[src/rtl/wb_nor_flash_pkg.sv]
// -----------------------------------------------------------------------------
// wb_nor_flash_pkg
// Shared types for the Wishbone-to-asynchronous-NOR-flash read bridge:
// controller state encoding and the Wishbone B3 cycle-type (CTI) and
// burst-type (BTE) encodings.
// -----------------------------------------------------------------------------
package wb_nor_flash_pkg;

    typedef enum logic [2:0] {
        IDLE = 3'd0,
        ADDR = 3'd1,
        WAIT = 3'd2,
        ACK  = 3'd3,
        ERR  = 3'd4
    } state_t;

    localparam logic [2:0] CTI_CLASSIC = 3'b000;
    localparam logic [2:0] CTI_INCR    = 3'b010;
    localparam logic [2:0] CTI_EOB     = 3'b111;

    localparam logic [1:0] BTE_LINEAR  = 2'b00;
    localparam logic [1:0] BTE_WRAP4   = 2'b01;
    localparam logic [1:0] BTE_WRAP8   = 2'b10;
    localparam logic [1:0] BTE_WRAP16  = 2'b11;

endpackage

[src/rtl/wb_nor_flash_burst_adr.sv]
// -----------------------------------------------------------------------------
// wb_burst_adr
// Next Wishbone byte address of an incrementing burst. The address advances by
// one WB word; for wrapping bursts only the bits inside the 4/8/16-beat block
// take the incremented value, the block base is kept.
// Ports:
//   adr      in  WB_AW  current byte address
//   bte      in  2      burst type extension
//   next_adr out WB_AW  address of the following beat
// -----------------------------------------------------------------------------
module wb_burst_adr
    import wb_nor_flash_pkg::*;
#(
    parameter int WB_AW = 32,
    parameter int WB_DW = 32
) (
    input  logic [WB_AW-1:0] adr,
    input  logic [1:0]       bte,
    output logic [WB_AW-1:0] next_adr
);

    localparam int WB_BYTES = WB_DW / 8;
    localparam logic [WB_AW-1:0] MASK4  = WB_AW'(WB_BYTES * 4 - 1);
    localparam logic [WB_AW-1:0] MASK8  = WB_AW'(WB_BYTES * 8 - 1);
    localparam logic [WB_AW-1:0] MASK16 = WB_AW'(WB_BYTES * 16 - 1);

    logic [WB_AW-1:0] inc;

    always_comb begin
        inc      = adr + WB_AW'(WB_BYTES);
        next_adr = inc;
        case (bte)
            BTE_WRAP4:  next_adr = (adr & ~MASK4)  | (inc & MASK4);
            BTE_WRAP8:  next_adr = (adr & ~MASK8)  | (inc & MASK8);
            BTE_WRAP16: next_adr = (adr & ~MASK16) | (inc & MASK16);
            default:    next_adr = inc;
        endcase
    end

endmodule

[src/rtl/wb_nor_flash.sv]
// -----------------------------------------------------------------------------
// wb_nor_flash
// Read-only Wishbone B3 slave in front of an asynchronous (optionally page
// mode) parallel NOR flash. Each WB word is assembled from WB_DW/FLASH_DW flash
// beats, first beat in the MSBs. Writes are answered with wb_err_o.
// Build option: define WB_NOR_PAGE_EN to let beats that stay in the same
// PAGE_WORDS-aligned page skip the address phase and wait only PAGE_LAT.
// Ports:
//   wb_clk_i, wb_rstn_i          clock, async active-low reset
//   wb_adr_i/dat_i/sel_i/we_i/cyc_i/stb_i/cti_i/bte_i   WB slave inputs
//   wb_ack_o, wb_err_o, wb_dat_o WB slave outputs
//   flash_dat_i                  flash read data
//   flash_adr_o, flash_csn_o, flash_oen_o, flash_wen_o,
//   flash_advn_o, flash_clk_o, flash_rstn_o   flash control
// -----------------------------------------------------------------------------
module wb_nor_flash
    import wb_nor_flash_pkg::*;
#(
    parameter int FLASH_SIZE = 67108864,
    parameter int FLASH_DW   = 16,
    parameter int FLASH_AW   = $clog2(FLASH_SIZE / (FLASH_DW / 8)),
    parameter int WB_DW      = 32,
    parameter int WB_AW      = 32,
    parameter int RD_LAT     = 16,
    parameter int PAGE_LAT   = 4,
    parameter int PAGE_WORDS = 16
) (
    input  logic                wb_clk_i,
    input  logic                wb_rstn_i,
    input  logic [WB_AW-1:0]    wb_adr_i,
    input  logic [WB_DW-1:0]    wb_dat_i,
    input  logic [WB_DW/8-1:0]  wb_sel_i,
    input  logic                wb_we_i,
    input  logic                wb_cyc_i,
    input  logic                wb_stb_i,
    input  logic [2:0]          wb_cti_i,
    input  logic [1:0]          wb_bte_i,
    output logic                wb_ack_o,
    output logic                wb_err_o,
    output logic [WB_DW-1:0]    wb_dat_o,
    input  logic [FLASH_DW-1:0] flash_dat_i,
    output logic [FLASH_AW-1:0] flash_adr_o,
    output logic                flash_csn_o,
    output logic                flash_oen_o,
    output logic                flash_wen_o,
    output logic                flash_advn_o,
    output logic                flash_clk_o,
    output logic                flash_rstn_o
);

    localparam int FSH    = $clog2(FLASH_DW / 8);
    localparam int BEATS  = WB_DW / FLASH_DW;
    localparam int BEAT_W = (BEATS > 1) ? $clog2(BEATS) : 1;
    localparam int PG_SH  = $clog2(PAGE_WORDS);
`ifdef WB_NOR_PAGE_EN
    localparam bit PAGE_MODE = 1'b1;
`else
    localparam bit PAGE_MODE = 1'b0;
`endif

    state_t              state_q, state_d;
    logic [WB_AW-1:0]    wb_adr_q, burst_adr;
    logic [FLASH_AW-1:0] last_adr, flash_adr_inc, burst_fadr;
    logic [7:0]          cnt_q;
    logic [BEAT_W-1:0]   beat_q, lane;
    logic                start, wait_done, last_beat;
    logic                page_hit_word, page_hit_burst, burst_go, busy_d;
    logic                unused_ok;

    assign flash_wen_o  = 1'b1;
    assign flash_clk_o  = 1'b0;
    assign flash_rstn_o = wb_rstn_i;
    assign unused_ok    = ^{wb_dat_i, wb_sel_i};

    assign start         = wb_cyc_i & wb_stb_i;
    assign wait_done     = (cnt_q == 8'd1);
    assign last_beat     = (beat_q == BEAT_W'(BEATS - 1));
    // Big-endian packing: beat 0 lands in the top lane.
    assign lane          = BEAT_W'(BEATS - 1) - beat_q;
    assign flash_adr_inc = flash_adr_o + FLASH_AW'(1);
    assign burst_fadr    = burst_adr[FSH +: FLASH_AW];
    assign burst_go      = start && (wb_cti_i == CTI_INCR);
    // Same-page tests: next word of this WB word vs. current word, and first
    // word of the next burst beat vs. the last word actually read.
    assign page_hit_word  = PAGE_MODE &&
        (flash_adr_inc[FLASH_AW-1:PG_SH] == flash_adr_o[FLASH_AW-1:PG_SH]);
    assign page_hit_burst = PAGE_MODE &&
        (burst_fadr[FLASH_AW-1:PG_SH] == last_adr[FLASH_AW-1:PG_SH]);
    assign busy_d = (state_d == ADDR) || (state_d == WAIT) || (state_d == ACK);

    wb_burst_adr #(.WB_AW(WB_AW), .WB_DW(WB_DW)) u_burst_adr (
        .adr      (wb_adr_q),
        .bte      (wb_bte_i),
        .next_adr (burst_adr)
    );

    always_ff @(posedge wb_clk_i or negedge wb_rstn_i) begin
        if (!wb_rstn_i) state_q <= IDLE;
        else            state_q <= state_d;
    end

    always_comb begin
        state_d = state_q;
        case (state_q)
            IDLE: if (start) state_d = wb_we_i ? ERR : ADDR;
            ADDR: state_d = wb_cyc_i ? WAIT : IDLE;
            WAIT: begin
                if (!wb_cyc_i)          state_d = IDLE;
                else if (wait_done) begin
                    if (last_beat)          state_d = ACK;
                    else if (page_hit_word) state_d = WAIT;
                    else                    state_d = ADDR;
                end
            end
            ACK: begin
                if (burst_go) state_d = page_hit_burst ? WAIT : ADDR;
                else          state_d = IDLE;
            end
            ERR:     state_d = IDLE;
            default: state_d = IDLE;
        endcase
    end

    // Outputs are registered from the next state so they are glitch-free and
    // line up with the state they describe.
    always_ff @(posedge wb_clk_i or negedge wb_rstn_i) begin
        if (!wb_rstn_i) begin
            wb_ack_o     <= 1'b0;
            wb_err_o     <= 1'b0;
            wb_dat_o     <= '0;
            flash_adr_o  <= '0;
            flash_csn_o  <= 1'b1;
            flash_oen_o  <= 1'b1;
            flash_advn_o <= 1'b1;
            wb_adr_q     <= '0;
            last_adr     <= '0;
            cnt_q        <= 8'd0;
            beat_q       <= '0;
        end else begin
            wb_ack_o     <= (state_d == ACK);
            wb_err_o     <= (state_d == ERR);
            flash_advn_o <= (state_d != ADDR);
            flash_csn_o  <= !busy_d;
            flash_oen_o  <= !busy_d;
            case (state_q)
                IDLE: begin
                    if (start && !wb_we_i) begin
                        wb_adr_q    <= wb_adr_i;
                        flash_adr_o <= wb_adr_i[FSH +: FLASH_AW];
                        beat_q      <= '0;
                    end
                end
                ADDR: cnt_q <= (state_d == WAIT) ? 8'(RD_LAT) : 8'd0;
                WAIT: begin
                    if (!wb_cyc_i) begin
                        cnt_q <= 8'd0;
                    end else if (wait_done) begin
                        wb_dat_o[lane*FLASH_DW +: FLASH_DW] <= flash_dat_i;
                        last_adr    <= flash_adr_o;
                        flash_adr_o <= flash_adr_inc;
                        beat_q      <= beat_q + BEAT_W'(1);
                        cnt_q       <= (state_d == WAIT) ? 8'(PAGE_LAT) : 8'd0;
                    end else begin
                        cnt_q <= cnt_q - 8'd1;
                    end
                end
                ACK: begin
                    if (state_d != IDLE) begin
                        wb_adr_q    <= burst_adr;
                        flash_adr_o <= burst_fadr;
                        beat_q      <= '0;
                        cnt_q       <= (state_d == WAIT) ? 8'(PAGE_LAT) : 8'd0;
                    end
                end
                default: ;
            endcase
        end
    end

endmodule

[config.mk]
export PLATFORM = sky130hd
export DESIGN_NAME = wb_nor_flash
export DESIGN_NICKNAME = d
export VERILOG_FILES = /design/src/rtl/wb_nor_flash_pkg.sv /design/src/rtl/wb_nor_flash_burst_adr.sv /design/src/rtl/wb_nor_flash.sv
export SDC_FILE = /design/constraint.sdc
export NUM_CORES = 1
export LEC_CHECK = 0
export ABC_AREA = 1
export ABC_CLOCK_PERIOD_IN_PS = 2900
export BUFFER_PORTS_ARGS = -buffer_cell sky130_fd_sc_hd__clkbuf_2
export CELL_PAD_IN_SITES_DETAIL_PLACEMENT = 2
export CELL_PAD_IN_SITES_GLOBAL_PLACEMENT = 2
export CORE_MARGIN = 3
export CORE_UTILIZATION = 31
export DETAILED_ROUTE_END_ITERATION = 8
export HOLD_SLACK_MARGIN = 0.15
export PLACE_DENSITY = 0.95
export REMOVE_ABC_BUFFERS = 1
export SLEW_MARGIN = 20
export SYNTH_ARGS = -nofsm -noshare
export SYNTH_HDL_FRONTEND = slang
export SYNTH_SLANG_ARGS = --single-unit
[constraint.sdc]
create_clock -name wb_clk_i -period 2.9 [get_ports wb_clk_i]
set_input_delay 0.87 -clock wb_clk_i [delete_from_list [all_inputs] [get_ports wb_clk_i]]
set_output_delay 0.87 -clock wb_clk_i [all_outputs]
set_load 0.05 [all_outputs]
==> impl_metrics.json, run 1 <==
{
  "numCtsBuffers": 9,
  "synth_warnings": 0,
  "grt_pass1_wl_mm": 37.2,
  "vdd_drop_max_v": 0.000333,
  "holdCritPathClass": "reg2reg",
  "endpoint_kind": "flip-flop",
  "finalWorstSetupSlack_ns": 0.598,
  "crit_chain": "clkbuf_2, inv_1, nand2_1, nor2_1, nand4_1, nor2_4, nand2_1, nand2_1, nand3_1, nand2_1, nand2_1, o21ai_0",
  "yosys.area.top_type_share_pct": 42.3,
  "synth_area_per_cell_um2": 7.06,
  "drt_wl_total_mm": 22.4,
  "vias": 6079,
  "fin_crit_sh_pct": 79.4,
  "cts_hold_buf": 0,
  "ant_nets": 0,
  "core-area_mm2": 0.0176,
  "wl_per_cell_um": 19.6,
  "die_h_um": 141,
  "antenna_found_initial": 0,
  "rsz0062_at_grt": "false",
  "ys_top_cells_by_area": "dfrtp_1, nand2_1, nand3_1",
  "seq_area_frac_synth_pct": 43.2,
  "clock_latency_ns": 0.37,
  "synth_commonest_cells": "nand2_1, dfrtp_1, inv_1",
  "cp_common_cell": "nand2_1",
  "io_pins": 159,
  "p_leak_nw": 3.48,
  "period_needed_ns": 2.30,
  "synth_top_family_by_area": "simple AND/OR/NAND/NOR gates",
  "grt_pass1_vias": 6913,
  "hpwl_mm": 16.5,
  "worstMarginPinSlew_ns": 0.813,
  "grt_max_degree": 61,
  "total_power_mw": 5.27,
  "crit_fanout": 8,
  "area_growth_syn_to_layout_pct": 19.3,
  "ys_types": 39,
  "clock-sinks": 98,
  "post_cts_buffers": 0,
  "yosysTopAreaCell": "dfrtp_1",
  "finalSetupViolCount": 0,
  "crit_type": "in2reg",
  "setup_tns_ns": 0,
  "outcome": "finished, final reports clean",
  "rows": 48,
  "ys_ff_latch": 98,
  "critical_path.max_stage_delay_ns": 0.35,
  "async_flop_share_pct": 100,
  "drc": 0,
  "dieArea_mm2": 0.0200,
  "fmax_ghz": 0.434,
  "slew_viol_final": 0,
  "synth_mux_area_share_pct": 0,
  "syn_area_mm2": 0.00568,
  "drt_iter0_markers": 275,
  "cts_resized": 0,
  "yosysMostFrequentCell": "nand2_1",
  "cp.required_ns": 3.18,
  "die_x_um": 141,
  "gp_congestion": 0.841,
  "cts_tree": "done",
  "place.port_buffers": 113,
  "cp_data_arrival_time_ns": 2.58,
  "fin_nets": 1011,
  "synth-simple-area-share_pct": 34.4,
  "synthAdderAreaFrac_pct": 0.882,
  "post-place-ws_ns": 0.321,
  "cts_root_buf": "clkbuf_16",
  "clkTransAtPathRegs_ns": 0.08,
  "synth_compound_gate_area_share_pct": 11.8,
  "grtUsageTotal_pct": 23.5,
  "synth_edf_count": 0,
  "timing_hold_violations_final": 0,
  "clock_path_buffers": 2,
  "cp_slowest_cell": "nand4_1",
  "slew_headroom_pct": 45.8,
  "drive_gt1_share_pct": 17.6,
  "antenna_cells": 0,
  "synth_flop_cell": "dfrtp_1",
  "start_kind": "input port",
  "htreeDepth": 3,
  "start_util_pct": 32.3,
  "syn_inst": 804,
  "finClkSkew_ns": 0.0116,
  "dr.pass1.iters": 4,
  "powerDensity_mw_per_mm2": 778,
  "drt-vias-per-instance": 5.32,
  "overflow": 0,
  "max_cap_viol_count": 0,
  "synthXorXnorAreaFrac_pct": 1.23,
  "hold_slack_ns": 0.491
}
-- layout make-up --
cell class,instances,area [µm²]
clock buffers,9,225
clock inverters,7,65.1
fillers,2140,10800
inverters,89,334
multi-input cells,590,2750
flip-flops and latches,98,2450
well taps,225,282
repair buffers,125,658
-- stage by stage --
stage          instances  cell area, µm²  util (%)
6_report            1143            6770      38.5
5_1_grt             1143            6770      38.5
2_1_floorplan        777            5540         -
4_1_cts             1143            6770      38.5
3_3_place_gp        1127            6480      36.8
3_5_place_dp        1127            6480      36.8
-- layer usage --
layer | part of all wire [%] | global-route usage [%] | up-vias
met3 | 5.8 | 5.76 | 38
met4 | 2.4 | 7.50 | 0
met5 | 0 | 0 | -
li1 | - | - | 2799
met1 | 41 | 27.9 | 3078
met2 | 51 | 41.7 | 164
-- critical path: cells and delay by family --
kind | cells | cell delay [ns]
simple gates | 9 | 1.45
buf+inv | 2 | 0.16
compound gates | 1 | 0.08
-- path summary, 6_finish.rpt --
path                              startpoint           end  slack [ns]  depth (start not counted)
worst min register to register  wb_dat_o[30]  wb_dat_o[30]        0.49                          2
worst max-delay path             wb_bte_i[0]  wb_adr_q[18]        0.60                         12
worst max register to register   wb_adr_q[2]  wb_adr_q[18]        0.63                         11
worst min-delay path            wb_dat_o[30]  wb_dat_o[30]        0.49                          2
min in group asynchronous          wb_rstn_i  wb_adr_q[10]        0.59                          2
max in group asynchronous          wb_rstn_i   wb_dat_o[1]        1.06                          3
-- cell families after synthesis --
| group | after synthesis |
|---|---|
| AND/OR/NAND/NOR | 462 |
| buffers and inverters | 116 |
| AO/OA/AOI/OAI | 114 |
| flip-flops | 98 |
| XOR/XNOR | 8 |
| adder cells (fa/ha/maj) | 4 |
| other | 2 |
-- flip-flops by register name (all words and copies together) (netlist names) --
| register | flops |
|---|---|
| cnt_q | 8 |
| flash_adr_o | 25 |
| wb_adr_q | 25 |
| wb_err_o | 1 |
| wb_ack_o | 1 |
| wb_dat_o | 32 |
| flash_advn_o | 1 |
| state_q | 3 |
| beat_q | 1 |
| flash_oen_o | 1 |
-- power by group --
| group | internal, mW | switching, mW | total, mW |
|---|---|---|---|
| sequential | 1.66 | 0.397 | 2.06 |
| clock | 0.607 | 0.622 | 1.23 |
| combinational | 0.534 | 1.45 | 1.98 |
| total | 2.80 | 2.47 | 5.27 |
-- cell usage in the layout, fill, tap and decap left out, drive strengths merged --
| cell | n |
|---|---|
| a21boi | 1 |
| a21o | 2 |
| a21oi | 12 |
| a22oi | 1 |
| a31oi | 9 |
| a41oi | 7 |
| and2 | 1 |
| and3 | 2 |
| buf | 13 |
| clkbuf | 121 |
| clkinv | 1 |
| clkinvlp | 1 |
| conb | 2 |
| dfrtp | 96 |
| dfstp | 2 |
| ha | 4 |
| inv | 94 |
| nand2 | 277 |
| nand3 | 73 |
| nand3b | 2 |
| nand4 | 12 |
| nor2 | 80 |
| nor3 | 10 |
| nor3b | 1 |
| o2111ai | 1 |
| o211ai | 12 |
| o21a | 2 |
| o21ai | 61 |
| o21bai | 6 |
| or2 | 4 |
| xnor2 | 3 |
| xor2 | 5 |
Note: power is estimated with default switching activity, not from simulation.
==> inputs of run 2 (changes only) <==
--- a/config.mk
+++ b/config.mk
@@ -5,8 +5,8 @@
 export SDC_FILE = /design/constraint.sdc
 export NUM_CORES = 1
 export LEC_CHECK = 0
-export ABC_AREA = 1
-export ABC_CLOCK_PERIOD_IN_PS = 2900
+export ABC_AREA = 0
+export ABC_CLOCK_PERIOD_IN_PS = 2150
 export BUFFER_PORTS_ARGS = -buffer_cell sky130_fd_sc_hd__clkbuf_2
 export CELL_PAD_IN_SITES_DETAIL_PLACEMENT = 2
 export CELL_PAD_IN_SITES_GLOBAL_PLACEMENT = 2
@@ -14,7 +14,7 @@
 export CORE_UTILIZATION = 31
 export DETAILED_ROUTE_END_ITERATION = 8
 export HOLD_SLACK_MARGIN = 0.15
-export PLACE_DENSITY = 0.95
+export PLACE_DENSITY = 0.89
 export REMOVE_ABC_BUFFERS = 1
 export SLEW_MARGIN = 20
 export SYNTH_ARGS = -nofsm -noshare
==> constraint.sdc (replaced) <==
create_clock -name wb_clk_i -period 2.15 [get_ports wb_clk_i]
set_input_delay 0.645 -clock wb_clk_i [delete_from_list [all_inputs] [get_ports wb_clk_i]]
set_output_delay 0.645 -clock wb_clk_i [all_outputs]
set_load 0.05 [all_outputs]
==> impl_metrics.json, run 2 <==
{
  "outcome": "complete, but fails checks",
  "violations": "setup timing",
  "yosysTopAreaCell": "dfrtp_1",
  "total_power_mw": 6.58,
  "timing.rr.start": "flash_adr_o[0]",
  "multiInputGateArea_mm2": 0.00287,
  "mostFrequentLayoutCells": "clkbuf_2, dfrtp_1, buf_4",
  "clkTransAtPathRegs_ns": 0.08,
  "drt-vias-per-instance": 5.73,
  "clock_path_buffers": 2,
  "vdd_drop_max_v": 0.000516,
  "async_flop_share_pct": 100,
  "holdCritPathClass": "in2async",
  "drive_gt1_share_pct": 35.3,
  "endpoint_kind": "flip-flop",
  "r2r_cells": 8,
  "finalWorstSetupSlack_ns": -0.0630,
  "worstMarginPinSlew_ns": 0.577,
  "reg2reg_slack_ns": -0.06,
  "ys_ff_latch": 98,
  "slew_viol_final": 0,
  "die_h_um": 139,
  "hpwl_mm": 16.2,
  "crit_type": "reg2reg",
  "slew_headroom_pct": 61.6,
  "regToRegEndpoint": "flash_adr_o[11]",
  "finClkSkew_ns": 0.00858,
  "synth_edf_count": 0,
  "grt_pass1_wl_mm": 35.5,
  "overflow": 0,
  "die_x_um": 139,
  "io_pins": 159,
  "seq_area_frac_synth_pct": 45.1,
  "cts_tree": "done",
  "synth_area_per_cell_um2": 9.22,
  "core-area_mm2": 0.0169,
  "yosysMostFrequentCell": "dfrtp_1",
  "regMostFlops": "wb_dat_o",
  "drt_wl_total_mm": 23.5,
  "synth_warnings": 0,
  "gp_congestion": 0.885,
  "postLayoutCoreUtil_pct": 42.3,
  "fin_nets": 851,
  "rsz0062_at_grt": "true",
  "grtUsageTotal_pct": 23.2,
  "syn_inst": 591,
  "ys_types": 63,
  "ys_top_cells_by_area": "dfrtp_1, mux2_2, a21oi_1",
  "clock_latency_ns": 0.36,
  "numCtsBuffers": 9,
  "finalSetupViolCount": 2,
  "drt_iter0_markers": 399,
  "grt_max_degree": 99,
  "yosys.area.top_type_share_pct": 44.1,
  "critPathLaunch": "flash_adr_o[0]",
  "cp_data_arrival_time_ns": 2.45,
  "layout_commonest_cell": "clkbuf_2",
  "cts_root_buf": "clkbuf_16",
  "start_util_pct": 32.3,
  "antenna_found_initial": 0,
  "vias": 5598,
  "grt_pass1_vias": 6255,
  "area.sequential_mm2": 0.00246,
  "synth_commonest_cells": "dfrtp_1, nand2_1, a21oi_1",
  "syn_area_mm2": 0.00545,
  "dieArea_mm2": 0.0192,
  "antenna_cells": 0,
  "cp.required_ns": 2.39,
  "timing_hold_violations_final": 0,
  "worstSetupEndpoint": "flash_adr_o[11]",
  "post-place-ws_ns": -0.316,
  "p_leak_nw": 3.29,
  "powerDensity_mw_per_mm2": 921,
  "period_needed_ns": 2.21,
  "place.port_buffers": 113,
  "fmax_ghz": 0.452,
  "drc": 0,
  "cts_hold_buf": 0,
  "crit_fanout": 7,
  "ant_nets": 0,
  "hold_slack_ns": 0.339,
  "clock-sinks": 98,
  "synth_flop_cell": "dfrtp_1",
  "htreeDepth": 3,
  "start_kind": "flip-flop",
  "reg_top3": "wb_dat_o: 32 flops, flash_adr_o: 25 flops, wb_adr_q: 25 flops",
  "wl_per_cell_um": 24.1,
  "largest_reg_flops": 32,
  "fin_crit_sh_pct": 103,
  "rows": 47,
  "max_cap_viol_count": 0,
  "area_growth_syn_to_layout_pct": 31.1,
  "dr.pass1.iters": 5,
  "fillerInstances": 1857
}
[run 2: changes by cell type in the layout (fill, tap and decap cells not counted), sizes merged, moves of 21 or more]
cell / delta
nand2: -213
inv: -80
buf: +63
nand3: -50
a21oi: +41
mux2: +32
nor2: -28
xnor2: +21
[run 2: worst max-delay path: stages, from the launching register on]
cell and delay (ns):
dfrtp_1 0.42, buf_4 0.17, nand3_1 0.17, nor3_1 0.24, buf_4 0.23, nand4_1 0.21
xnor2_1 0.24, a221oi_2 0.27, o21ai_0 0.12
[run 2: kinds of logic after synthesis]
logic type | after synthesis | share of synthesized area [%]
DFF | 98 | 45.1
buffers and inverters | 49 | 4.23
adders and majority gates | 4 | 0.919
other | 2 | 0.138
xor gates and xnor gates | 31 | 4.98
muxes | 33 | 6.80
and+or+nand+nor | 220 | 20.6
AOI/OAI and AO/OA | 154 | 17.2
[run 2: final cells by class]
| cell class | instances | share of cell area [%] |
|---|---|---|
| multi-input combinational | 444 | 40.2 |
| sequential | 98 | 34.5 |
| timing repair buffer | 189 | 16.9 |
| tap | 220 | 3.85 |
| clock buffer | 9 | 3.15 |
| inverter | 11 | 0.771 |
| clock inverter | 6 | 0.683 |
[run 2: how the worst min path moves through the flow]
stage,start,end,cells after the start
after global placement,wb_adr_q[1],wb_adr_q[1],2
final,wb_rstn_i,flash_adr_o[23],2
after CTS,wb_rstn_i,flash_adr_o[18],2
after detailed placement,wb_adr_q[1],wb_adr_q[1],2
after floorplan,wb_rstn_i,beat_q,0
after global routing,wb_rstn_i,flash_adr_o[17],2
[run 2: through the flow]
stage                     instance area [µm²]  cells  setup TNS, ns
after global routing                     7140    977          -1.10
final                                    7140    977        -0.0676
after CTS                                6950    967              0
after floorplan                          5270    553         -48.64
after global placement                   6640    951          -1.85
after detailed placement                 6640    951          -5.06
[run 2: timing repair]
| action | in CTS | in global routing |
|---|---|---|
| setup endpoints to repair | 7 | 20 |
| pin swaps | 1 | 9 |
| resized for setup | 4 | 22 |
| setup buffers | 1 | 9 |
| gates cloned | 0 | 1 |
[run 2: where the power goes]
part	switching, mW	internal (mW)
clock network	0.801	0.797
registers	0.444	2.17
logic	1.57	0.788
[run 2: metal layers]
layer  global-route usage, %  vias up  share of wire, %
met4                    6.92        0               2.7
met1                    26.1     2862                39
met2                    42.2      226                52
met5                       0        -                 0
li1                        -     2468                 -
met3                    7.31       42               6.6
==> inputs of run 3 (changes only) <==
--- a/config.mk
+++ b/config.mk
@@ -13,8 +13,10 @@
 export CORE_MARGIN = 3
 export CORE_UTILIZATION = 31
 export DETAILED_ROUTE_END_ITERATION = 8
+export GPL_ROUTABILITY_DRIVEN = 0
 export HOLD_SLACK_MARGIN = 0.15
 export PLACE_DENSITY = 0.89
+export RECOVER_POWER = 50
 export REMOVE_ABC_BUFFERS = 1
 export SLEW_MARGIN = 20
 export SYNTH_ARGS = -nofsm -noshare
==> impl_metrics.json, run 3 (same netlist as run 2, synthesis figures left out) <==
{
  "finalSetupViolCount": 1,
  "hold_slack_ns": 0.496,
  "area_growth_syn_to_layout_pct": 30.3,
  "p_sw_mw": 2.81,
  "cts_hold_buf": 0,
  "seq_power_share_pct": 39.9,
  "cts_root_buf": "clkbuf_16",
  "grt_pass1_vias": 6255,
  "cts_tree": "done",
  "crit_chain": "buf_4, nand3_1, nor3_1, buf_4, nand4_1, xnor2_1, a221oi_2, o21ai_0",
  "drive_gt1_share_pct": 32.0,
  "grt_max_degree": 99,
  "finClkSkew_ns": 0.00762,
  "dr.pass1.iters": 5,
  "pwr-share-clk_pct": 24.3,
  "rows": 47,
  "drc": 0,
  "worstMarginPinSlew_ns": 1.43,
  "switching_share_pct": 42.9,
  "die_x_um": 139,
  "place.port_buffers": 113,
  "crit_buf_inv": 2,
  "drt_iter0_markers": 417,
  "cp_common_cell": "buf_4",
  "cp.required_ns": 2.39,
  "reg_top3": "wb_dat_o: 32 flops, flash_adr_o: 25 flops, wb_adr_q: 25 flops",
  "endpoint_kind": "flip-flop",
  "vdd_drop_max_v": 0.000510,
  "io_pins": 159,
  "cp_top_family": "simple AND/OR/NAND/NOR gates",
  "outcome": "complete, but fails checks",
  "regMostFlops": "wb_dat_o",
  "cp_slowest_cell": "dfrtp_1",
  "violations": "setup timing",
  "max_cap_viol_count": 0,
  "crit_type": "reg2reg",
  "combPwrFrac_pct": 35.8,
  "vias": 5576,
  "drt_wl_total_mm": 23.4,
  "finalWorstSetupSlack_ns": -0.0593,
  "clkTransAtPathRegs_ns": 0.08,
  "grt_pass1_wl_mm": 35.5,
  "dieArea_mm2": 0.0192,
  "ant_nets": 0,
  "p_int_mw": 3.74,
  "grtUsageTotal_pct": 23.2,
  "crit_fanout": 7,
  "htreeDepth": 3,
  "holdCritPathClass": "reg2reg",
  "overflow": 0,
  "clock_latency_ns": 0.36,
  "fin_nets": 851,
  "cp_data_arrival_time_ns": 2.45,
  "fmax_ghz": 0.453,
  "start_util_pct": 32.3,
  "timing_hold_violations_final": 0,
  "antenna_cells": 0,
  "layout_commonest_cell": "dfrtp_1",
  "fin_crit_sh_pct": 103,
  "die_h_um": 139,
  "total_power_mw": 6.56,
  "period_needed_ns": 2.21,
  "clock-sinks": 98,
  "antenna_found_initial": 0,
  "powerDensity_mw_per_mm2": 924,
  "slew_viol_final": 0,
  "p_leak_nw": 3.20,
  "core-area_mm2": 0.0169,
  "critical_path.max_stage_delay_ns": 0.42,
  "slew_headroom_pct": 4.95,
  "start_kind": "flip-flop",
  "hpwl_mm": 16.2,
  "largest_reg_flops": 32,
  "drt-vias-per-instance": 5.71,
  "rsz0062_at_grt": "true",
  "wl_per_cell_um": 24.0,
  "numCtsBuffers": 9,
  "clock_path_buffers": 2,
  "mostFrequentLayoutCells": "dfrtp_1, clkbuf_2, buf_4"
}
run 3: cell types whose count changed in the layout (fill, tap and decap cells not counted):
cell,before,now
clkbuf_2,112,88
buf_12,4,3
clkbuf_4,0,2
clkbuf_1,0,25
buf_4,72,70
run 3: worst register-to-register path, delay by kind of cell, from the launching register on:
family,cells,cell delay (ns)
XOR/XNOR,1,0.24
AND/OR/NAND/NOR,3,0.62
buffers and inverters,2,0.40
AO/OA/AOI/OAI,2,0.40
flip-flops,1,0.42
run 3: per-layer routing:
layer	vias up	track usage (%)	share of wire, %
met4	0	6.92	3.0
met5	-	0	0
met2	215	42.2	52
met1	2842	26.1	39
met3	47	7.31	6.7
li1	2472	-	-
run 3: layout make-up:
class | instances | area, µm²
fill | 1878 | 9780
clock inverter | 6 | 48.8
timing repair buffer | 189 | 1160
inverter | 11 | 55.1
clock buffer | 9 | 225
sequential | 98 | 2460
tap | 220 | 275
multi-input combinational | 444 | 2870
run 3: timing repair:
action | CTS | global route
hold endpoints to repair | 0 | 0
resized for setup | 4 | 22
gates cloned | 0 | 1
setup endpoints to repair | 7 | 20
pin swaps | 1 | 9
setup buffers | 1 | 9
run 3: final timing paths:
check,to,startpoint,slack (ns),cells past startpoint
setup / recovery,flash_adr_o[11],flash_adr_o[0],-0.06,8
hold / removal,wb_adr_q[1],wb_adr_q[1],0.50,2
setup reg to reg,flash_adr_o[11],flash_adr_o[0],-0.06,8
hold reg to reg,wb_adr_q[1],wb_adr_q[1],0.50,2
max in group asynchronous,flash_adr_o[12],wb_rstn_i,0.40,2
min in group asynchronous,flash_adr_o[23],wb_rstn_i,0.74,2
run 3: power by group through the flow:
| stage | registers [mW] | clock network [mW] | logic (mW) |
|---|---|---|---|
| floorplan | 3.14 | 0 | 0.774 |
| global placement | 2.55 | 0 | 2.09 |
| detailed placement | 2.60 | 0 | 2.23 |
| CTS | 2.58 | 1.63 | 2.27 |
| global route | 2.66 | 1.70 | 2.53 |
| finish | 2.62 | 1.59 | 2.35 |
run 3: stage by stage:
step | instances | instance area [µm²] | utilization (%) | setup slack, ns | TNS, ns
after global routing | 977 | 7100 | 42.0 | -0.192 | -1.10
after global placement | 951 | 6640 | 39.4 | -0.248 | -1.85
after floorplan | 553 | 5270 | - | -1.68 | -48.64
final | 977 | 7100 | 42.0 | -0.0593 | -0.0593
after CTS | 967 | 6950 | 41.2 | 0.0154 | 0
after detailed placement | 951 | 6640 | 39.4 | -0.316 | -5.06
